$ cat config.mk
export PLATFORM = sky130hd
export DESIGN_NAME = fme_sched_flat
export DESIGN_NICKNAME = d
export VERILOG_FILES = /design/src/rtl/fme_sched_pkg.sv /design/src/rtl/fme_sched_if.sv /design/src/rtl/fme_best_sel.sv /design/src/rtl/fme_sched.sv /design/src/flat_wrapper.sv
export SDC_FILE = /design/constraint.sdc
export NUM_CORES = 1
export LEC_CHECK = 0
export CORE_MARGIN = 2
export CORE_UTILIZATION = 40
export CTS_BUF_LIST = sky130_fd_sc_hd__clkbuf_8
export DETAILED_ROUTE_END_ITERATION = 6
export SYNTH_ARGS = -nofsm -noshare
export SYNTH_HDL_FRONTEND = slang
export SYNTH_HIERARCHICAL = 1
export SYNTH_SLANG_ARGS = --single-unit
$ cat constraint.sdc
create_clock -name clk -period 3.17 [get_ports clk]
set_clock_uncertainty 0.05 [all_clocks]
set_input_delay 0.4755 -clock clk [delete_from_list [all_inputs] [get_ports clk]]
set_output_delay 0.4755 -clock clk [all_outputs]
set_load 0.1 [all_outputs]
$ cat src/rtl/fme_sched_pkg.sv
// ============================================================================
// fme_pkg : shared types and constants for the FME candidate scheduler
// Rev 1.0
// ============================================================================
`default_nettype none

package fme_pkg;

  typedef enum logic [2:0] {
    S_IDLE       = 3'd0,
    S_HALF_ISSUE = 3'd1,
    S_HALF_WAIT  = 3'd2,
    S_QUAR_ISSUE = 3'd3,
    S_QUAR_WAIT  = 3'd4,
    S_REPORT     = 3'd5,
    S_DONE       = 3'd6
  } state_e;

  typedef enum logic {
    PH_HALF = 1'b0,
    PH_QUAR = 1'b1
  } phase_e;

  localparam logic [3:0] CAND_CTR   = 4'd0;
  localparam logic [3:0] CAND_FIRST = 4'd1;
  localparam logic [3:0] CAND_LAST  = 4'd8;

  localparam int NUM_HALF = 9;
  localparam int NUM_QUAR = 8;

endpackage

`default_nettype wire

$ cat src/rtl/fme_sched_if.sv
// ============================================================================
// fme_sched_if : control, candidate and result bus of the FME scheduler
// Rev 1.0
// ============================================================================
`default_nettype none

interface fme_sched_if #(
  parameter int SAD_W = 16
);
  logic             start;
  logic [7:0]       pix_pos;
  logic             busy;
  logic             cand_valid;
  logic             cand_ready;
  logic [7:0]       cand_pos;
  logic [3:0]       cand_blk;
  logic             cand_phase;
  logic [3:0]       cand_idx;
  logic             sad_valid;
  logic [SAD_W-1:0] sad;
  logic             res_valid;
  logic [3:0]       res_blk;
  logic [3:0]       half_best;
  logic [3:0]       quat_best;
  logic [SAD_W-1:0] res_cost;
  logic             done;

  modport master (
    output start, pix_pos, cand_ready, sad_valid, sad,
    input  busy, cand_valid, cand_pos, cand_blk, cand_phase, cand_idx,
           res_valid, res_blk, half_best, quat_best, res_cost, done
  );

  modport slave (
    input  start, pix_pos, cand_ready, sad_valid, sad,
    output busy, cand_valid, cand_pos, cand_blk, cand_phase, cand_idx,
           res_valid, res_blk, half_best, quat_best, res_cost, done
  );
endinterface

`default_nettype wire

$ cat src/rtl/fme_best_sel.sv
// ============================================================================
// fme_best_sel : running-minimum register; strict-less update keeps lower idx
// Rev 1.0
// ============================================================================
`default_nettype none

module fme_best_sel
  import fme_pkg::*;
#(
  parameter int SAD_W = 16
) (
  input  wire logic             clk,
  input  wire logic             rst,
  input  wire logic             i_init,
  input  wire logic             i_upd,
  input  wire logic             i_rebase,
  input  wire logic [3:0]       i_idx,
  input  wire logic [SAD_W-1:0] i_cost,
  output logic      [3:0]       o_win_idx,
  output logic      [SAD_W-1:0] o_win_cost
);

  logic [3:0]       r_idx;
  logic [SAD_W-1:0] r_cost;
  logic             w_take;

  assign w_take     = i_init | (i_upd & (i_cost < r_cost));
  assign o_win_idx  = w_take ? i_idx  : r_idx;
  assign o_win_cost = w_take ? i_cost : r_cost;

  // Rebase keeps the winning cost but renames it as the centre of the next phase
  always_ff @(posedge clk or negedge rst) begin
    if (!rst) begin
      r_idx  <= CAND_CTR;
      r_cost <= '0;
    end else begin
      r_idx  <= i_rebase ? CAND_CTR : o_win_idx;
      r_cost <= o_win_cost;
    end
  end

endmodule

`default_nettype wire

$ cat src/rtl/fme_sched.sv
// ============================================================================
// fme_sched : walks sub-blocks issuing 9 half-pel then 8 quarter-pel candidates
// Option macro FME_EARLY_TERM_EN: zero centre SAD ends the block search. Rev 1.0
// ============================================================================
`default_nettype none

module fme_sched
  import fme_pkg::*;
#(
  parameter int SAD_W   = 16,
  parameter int NUM_BLK = 16
) (
  input wire logic  clk,
  input wire logic  rst,
  fme_sched_if.slave bus
);

  state_e           r_state, w_next;
  logic [7:0]       r_pos;
  logic [3:0]       r_blk;
  phase_e           r_phase;
  logic [3:0]       r_idx;
  logic [3:0]       r_half_sel;
  logic [3:0]       r_half_best;
  logic [3:0]       r_quat_best;
  logic [3:0]       r_res_blk;
  logic [SAD_W-1:0] r_res_cost;

  logic             w_issue;
  logic             w_accept;
  logic             w_sad_half;
  logic             w_sad_quar;
  logic             w_last;
  logic             w_blk_last;
  logic             w_early;
  logic [3:0]       w_win_idx;
  logic [SAD_W-1:0] w_win_cost;

  assign w_issue    = (r_state == S_HALF_ISSUE) || (r_state == S_QUAR_ISSUE);
  assign w_accept   = w_issue && bus.cand_ready;
  assign w_sad_half = (r_state == S_HALF_WAIT) && bus.sad_valid;
  assign w_sad_quar = (r_state == S_QUAR_WAIT) && bus.sad_valid;
  assign w_last     = (r_idx == CAND_LAST);
  assign w_blk_last = (r_blk == 4'(NUM_BLK - 1));

`ifdef FME_EARLY_TERM_EN
  assign w_early = w_sad_half && (r_idx == CAND_CTR) && (bus.sad == '0);
`else
  assign w_early = 1'b0;
`endif

  fme_best_sel #(.SAD_W(SAD_W)) u_best (
    .clk        (clk),
    .rst        (rst),
    .i_init     (w_sad_half && (r_idx == CAND_CTR)),
    .i_upd      ((w_sad_half || w_sad_quar) && (r_idx != CAND_CTR)),
    .i_rebase   (w_sad_half && w_last),
    .i_idx      (r_idx),
    .i_cost     (bus.sad),
    .o_win_idx  (w_win_idx),
    .o_win_cost (w_win_cost)
  );

  always_ff @(posedge clk or negedge rst) begin
    if (!rst) r_state <= S_IDLE;
    else      r_state <= w_next;
  end

  always_comb begin
    w_next = r_state;
    case (r_state)
      S_IDLE:       if (bus.start) w_next = S_HALF_ISSUE;
      S_HALF_ISSUE: if (w_accept) w_next = S_HALF_WAIT;
      S_HALF_WAIT: begin
        if (w_early)         w_next = S_REPORT;
        else if (w_sad_half) w_next = w_last ? S_QUAR_ISSUE : S_HALF_ISSUE;
      end
      S_QUAR_ISSUE: if (w_accept) w_next = S_QUAR_WAIT;
      S_QUAR_WAIT:  if (w_sad_quar) w_next = w_last ? S_REPORT : S_QUAR_ISSUE;
      S_REPORT:     w_next = w_blk_last ? S_DONE : S_HALF_ISSUE;
      S_DONE:       w_next = S_IDLE;
      default:      w_next = S_IDLE;
    endcase
  end

  always_ff @(posedge clk or negedge rst) begin
    if (!rst) begin
      r_pos       <= '0;
      r_blk       <= '0;
      r_phase     <= PH_HALF;
      r_idx       <= CAND_CTR;
      r_half_sel  <= CAND_CTR;
      r_half_best <= '0;
      r_quat_best <= '0;
      r_res_blk   <= '0;
      r_res_cost  <= '0;
    end else begin
      if ((r_state == S_IDLE) && bus.start) begin
        r_pos   <= bus.pix_pos;
        r_blk   <= '0;
        r_phase <= PH_HALF;
        r_idx   <= CAND_CTR;
      end
      if (w_early) begin
        r_half_best <= CAND_CTR;
        r_quat_best <= CAND_CTR;
        r_res_cost  <= '0;
        r_res_blk   <= r_blk;
      end else if (w_sad_half) begin
        if (w_last) begin
          r_half_sel <= w_win_idx;
          r_phase    <= PH_QUAR;
          r_idx      <= CAND_FIRST;
        end else begin
          r_idx <= r_idx + 4'd1;
        end
      end
      // Result registers only move on REPORT entry so they hold between pulses
      if (w_sad_quar) begin
        if (w_last) begin
          r_half_best <= r_half_sel;
          r_quat_best <= w_win_idx;
          r_res_cost  <= w_win_cost;
          r_res_blk   <= r_blk;
        end else begin
          r_idx <= r_idx + 4'd1;
        end
      end
      if (r_state == S_REPORT) begin
        r_phase <= PH_HALF;
        r_idx   <= CAND_CTR;
        if (!w_blk_last) r_blk <= r_blk + 4'd1;
      end
    end
  end

  assign bus.busy       = (r_state != S_IDLE);
  assign bus.cand_valid = w_issue;
  assign bus.cand_pos   = r_pos;
  assign bus.cand_blk   = r_blk;
  assign bus.cand_phase = r_phase;
  assign bus.cand_idx   = r_idx;
  assign bus.res_valid  = (r_state == S_REPORT);
  assign bus.res_blk    = r_res_blk;
  assign bus.half_best  = r_half_best;
  assign bus.quat_best  = r_quat_best;
  assign bus.res_cost   = r_res_cost;
  assign bus.done       = (r_state == S_DONE);

endmodule

`default_nettype wire

$ cat src/flat_wrapper.sv
// flat-port wrapper written by rule: the top's interface ports become plain ports
module fme_sched_flat import fme_pkg::*;
#(
  parameter int SAD_W   = 16,
  parameter int NUM_BLK = 16
)
  (clk, rst, bus_start, bus_pix_pos, bus_cand_ready, bus_sad_valid, bus_sad, bus_busy, bus_cand_valid, bus_cand_pos, bus_cand_blk, bus_cand_phase, bus_cand_idx, bus_res_valid, bus_res_blk, bus_half_best, bus_quat_best, bus_res_cost, bus_done);
  fme_sched_if #(.SAD_W(SAD_W)) bus_i ();
  input wire logic clk;
  input wire logic rst;
  input wire logic [$bits(bus_i.start)-1:0] bus_start;
  input wire logic [$bits(bus_i.pix_pos)-1:0] bus_pix_pos;
  input wire logic [$bits(bus_i.cand_ready)-1:0] bus_cand_ready;
  input wire logic [$bits(bus_i.sad_valid)-1:0] bus_sad_valid;
  input wire logic [$bits(bus_i.sad)-1:0] bus_sad;
  output wire logic [$bits(bus_i.busy)-1:0] bus_busy;
  output wire logic [$bits(bus_i.cand_valid)-1:0] bus_cand_valid;
  output wire logic [$bits(bus_i.cand_pos)-1:0] bus_cand_pos;
  output wire logic [$bits(bus_i.cand_blk)-1:0] bus_cand_blk;
  output wire logic [$bits(bus_i.cand_phase)-1:0] bus_cand_phase;
  output wire logic [$bits(bus_i.cand_idx)-1:0] bus_cand_idx;
  output wire logic [$bits(bus_i.res_valid)-1:0] bus_res_valid;
  output wire logic [$bits(bus_i.res_blk)-1:0] bus_res_blk;
  output wire logic [$bits(bus_i.half_best)-1:0] bus_half_best;
  output wire logic [$bits(bus_i.quat_best)-1:0] bus_quat_best;
  output wire logic [$bits(bus_i.res_cost)-1:0] bus_res_cost;
  output wire logic [$bits(bus_i.done)-1:0] bus_done;
  assign bus_i.start = bus_start;
  assign bus_i.pix_pos = bus_pix_pos;
  assign bus_i.cand_ready = bus_cand_ready;
  assign bus_i.sad_valid = bus_sad_valid;
  assign bus_i.sad = bus_sad;
  assign bus_busy = bus_i.busy;
  assign bus_cand_valid = bus_i.cand_valid;
  assign bus_cand_pos = bus_i.cand_pos;
  assign bus_cand_blk = bus_i.cand_blk;
  assign bus_cand_phase = bus_i.cand_phase;
  assign bus_cand_idx = bus_i.cand_idx;
  assign bus_res_valid = bus_i.res_valid;
  assign bus_res_blk = bus_i.res_blk;
  assign bus_half_best = bus_i.half_best;
  assign bus_quat_best = bus_i.quat_best;
  assign bus_res_cost = bus_i.res_cost;
  assign bus_done = bus_i.done;
  fme_sched #(.SAD_W(SAD_W), .NUM_BLK(NUM_BLK)) u_core (.clk(clk), .rst(rst), .bus(bus_i));
endmodule
==> summary.txt <==
Global route
  • First-pass GRT wire length: 12.61 mm
  • Grt total ovfl: 0
  • All-layer global routing usage: 0.1594
  • Number of global-route vias before repair: 2,537
  • Largest net degree at the start of global routing: 73
  • Antenna violations before repair: 0

Synthesis
  • Synth Cell Area: 3745 µm²
  • EDFF count, synth: 0
  • Xor-xnor portion of the synthesized cell area: 0.007016
  • Top_reg_cell synth: dfrtp_1
  • Mapped Cells: 304
  • FF+latch count, synth: 72
  • Largest family of logic cells by synthesized area: multiplexers
  • Simple-Gate Fraction of Synth Area: 0.1256
  • Mux contribution to synthesized area: 0.2058
  • Syn. warnings: 6
  • Register area share after synthesis: 0.4811
  • Post-Syn Nets: between 300 and 400
  • Post-synth cell types: 48
  • Synth Area in Adders: 0.06014
  • Async set or reset register ratio after synthesis: 1.000
  • Area fraction in compound gates after synthesis: 0.06883
  • Syn Area/Cell: between 10 and 15 µm²

Worst setup path
  • Worst EP arrival: 3.12 ns
  • RR Startpoint: u_core/u_best/r_cost[9]$_DFF_PN0_
  • Crit Path Max Fanout: 9
  • Cell-by-cell trace of the critical path: clkdlybuf4s50_1, ha_1, nand4_1, or3_1, a221o_1, a31oi_4, buf_4, mux2_2, mux2_4
  • Worst R2R Path Depth: 9
  • Crit. End Element: register
  • WP buf/inv: 2
  • Setup slack, reg-to-reg: 0.41 ns
  • CP peak stage delay: 0.44 ns
  • CP required: 3.34 ns
  • Critical path's slowest cell: clkdlybuf4s50_1
  • Startpoint Class: input pin
  • Crit path max-delay family: buffers and inverters
  • CP Class: in -> reg
  • FF-to-FF End: u_core/bus.res_cost[15]$_DFFE_PN0P_

Cells and area
  • Cell area after layout: between 4000 and 5000 µm²
  • Layout cells sized above 1: 0.3425
  • Area growth syn-to-layout: 26.60%
  • Multi-input logic area: around 1800 µm²
  • Final net count: 443
  • Final Util: 0.5180
  • Register Area: 1802 µm²
  • Fillers: 828
  • Ant diodes: 0

Job
  • MaxCap Viol Count: 0

Drt
  • Drt first-iter violations: 86
  • Antenna-violating nets left: 0
  • M1 WL: 3.592 mm
  • DRC: 0
  • DR WL/cell: 14.40 µm
  • Met3 wire length: 339 µm
  • Via count: 2,526
  • Top sig layer: met4
  • Final WL: 7.360 mm
  • DR WL met2: 3.353 mm
  • Router iterations before antenna repair: 4
  • Vias/cell: 4.943

Power
  • Power share of the sequential group: 0.323
  • Design Power: 3.905 mW
  • Psw: 1.657 mW
  • VDD IR max: 0.0005278 V
  • Comb pwr share: 0.471
  • Clock power share: 0.206
  • Leak: between 2 and 3 nW
  • Cell Pwr Density: 823.8 nW/µm²
  • Sw Share: 0.4244
  • Pint: 2.248 mW

Floorplan
  • Die ar.: 10,150 µm²
  • Row cnt: 35
  • I/O Pins: 78
  • Core area: 9153 µm²
  • Die W: 100.8 µm
  • Initial Util: 0.4092
  • Die Y: around 100 µm

CTS
  • CTS root buf: clkbuf_8
  • H-tree depth: 3
  • Hold-fix buffers at CTS: 0
  • CTS buffer count: 9
  • CTS clock-pin slew for the worst setup and hold paths: 0.08 ns
  • Clock Latency Late Sink: approximately 0.33 ns
  • CTS Buffer Depth: 2
  • TritonCTS clock tree: yes
  • Post-CTS Setup Repair Bufs: 0
  • CTS-repair resized insts: 0
  • Clock Sinks: 72

Timing
  • Final setup violation count: 0
  • Slew HR: 0.3941
  • FMAX: 339.9 MHz
  • Worst-margin pin slew: 0.9089 ns
  • Post-layout min period: 2.942 ns
  • Hold WS: 0.2116 ns
  • Max-slew violations: 0
  • Fin. Hold Viols: 0
  • Setup_tns: 0 ns
  • Fin crit share: 0.9280
  • Unrepaired setup endpoints after global routing: no

Placement
  • Port bufs: 77
  • Detail Placement HPWL: 5.247 mm
  • Placed cell areas: 4521 µm²
  • Gpl congestion: 0.8148

Min path
  • Worst Hold Class: in -> async

Status
  • Outcome: completed
## cells by family (layout without fill, tap and decap cells)
logic type               after synthesis  after routing
AO/OA/AOI/OAI                         36             36
XOR/XNOR                               3              3
adder cells (fa/ha/maj)               18             18
buffers and inverters                 31            127
flip-flops                            72             72
multiplexers                          57             57
AND/OR/NAND/NOR                       87             87
## per-layer routing
| metal | track usage | up-vias |
|---|---|---|
| met5 | 0 | - |
| met4 | 0.06112 | 0 |
| met3 | 0.04161 | 8 |
| met2 | 0.2467 | 45 |
| met1 | 0.2143 | 1226 |
| li1 | - | 1247 |
## stage by stage
step                worst slack (ns)  cells
finish                        0.2282    511
floorplan                     0.1067    304
detailed placement           -0.1437    496
global route                  0.1215    511
global placement            -0.07083    496
CTS                           0.2210    511
## worst register-to-register path, cell delays in order, from the launching register on
cell and delay, ns:
dfrtp_1 0.37, inv_1 0.06, ha_1 0.28, nand4_1 0.13, or3_1 0.37, a221o_1 0.31, a31oi_4 0.20, buf_4 0.25
mux2_2 0.37, mux2_4 0.27
## synthesized netlist by cell type, types with 2 or more instances
cell | count | share of area
buf_12 | 4 | 0.021
nand4_1 | 7 | 0.012
o22ai_1 | 2 | 0.0033
mux2_2 | 16 | 0.048
dfrtp_1 | 72 | 0.48
clkbuf_1 | 2 | 0.0020
nand3b_1 | 5 | 0.010
o21ai_0 | 9 | 0.012
nor2b_1 | 4 | 0.0067
and2_1 | 2 | 0.0033
nand3_1 | 3 | 0.0040
a31oi_1 | 2 | 0.0033
nand2b_1 | 9 | 0.015
a21oi_1 | 8 | 0.011
mux2i_1 | 5 | 0.013
or3_1 | 4 | 0.0067
nor3_1 | 3 | 0.0040
mux2_4 | 36 | 0.14
ha_1 | 18 | 0.060
nor2_1 | 5 | 0.0050
inv_1 | 21 | 0.021
buf_2 | 3 | 0.0040
a221o_1 | 2 | 0.0053
xnor2_1 | 2 | 0.0047
nand2_1 | 37 | 0.037
## power by group through the flow
stage / Sequential (mW) / Combinational, mW / Clock [mW]
finish: 1.26 / 1.84 / 0.804
CTS: 1.26 / 1.86 / 0.826
global route: 1.30 / 1.99 / 0.867
global placement: 1.28 / 1.83 / 0
detailed placement: 1.28 / 1.85 / 0
floorplan: 1.75 / 0.937 / 0
## layout by cell type (no fill, tap or decap), types with 8 or more instances in the layout
cell type	n
o21ai_0	9
clkbuf_8	11
nand2b_1	9
dfrtp_1	72
nand2_1	37
buf_4	64
clkdlybuf4s50_1	27
a21oi_1	8
mux2_2	16
ha_1	18
mux2_4	36
inv_1	22
## area by class of cell
class / count / share of cell area
flip-flops and latches: 72 / 0.3800
repair buffers: 91 / 0.1584
inverters: 21 / 0.01663
clock buffers: 11 / 0.03193
well taps: 111 / 0.02930
clock inverters: 4 / 0.01452
multi-input cells: 201 / 0.3692
## worst max path at each step
stage,endpoint,depth (start not counted),startpoint,slack [ns]
after floorplan,u_core/bus.res_cost[10]$_DFFE_PN0P_,9,u_core/bus.cand_idx[0]$_DFF_PN0_,0.11
after detailed placement,u_core/bus.res_cost[15]$_DFFE_PN0P_,9,bus_sad[14],-0.14
after global routing,u_core/bus.quat_best[3]$_DFFE_PN0P_,9,bus_sad[14],0.12
after CTS,u_core/bus.res_cost[15]$_DFFE_PN0P_,9,bus_sad[14],0.22
after global placement,u_core/bus.res_cost[15]$_DFFE_PN0P_,9,bus_sad[15],-0.07
final,u_core/bus.res_cost[15]$_DFFE_PN0P_,9,bus_sad[9],0.23
Note: power is estimated with default switching activity, not from simulation.
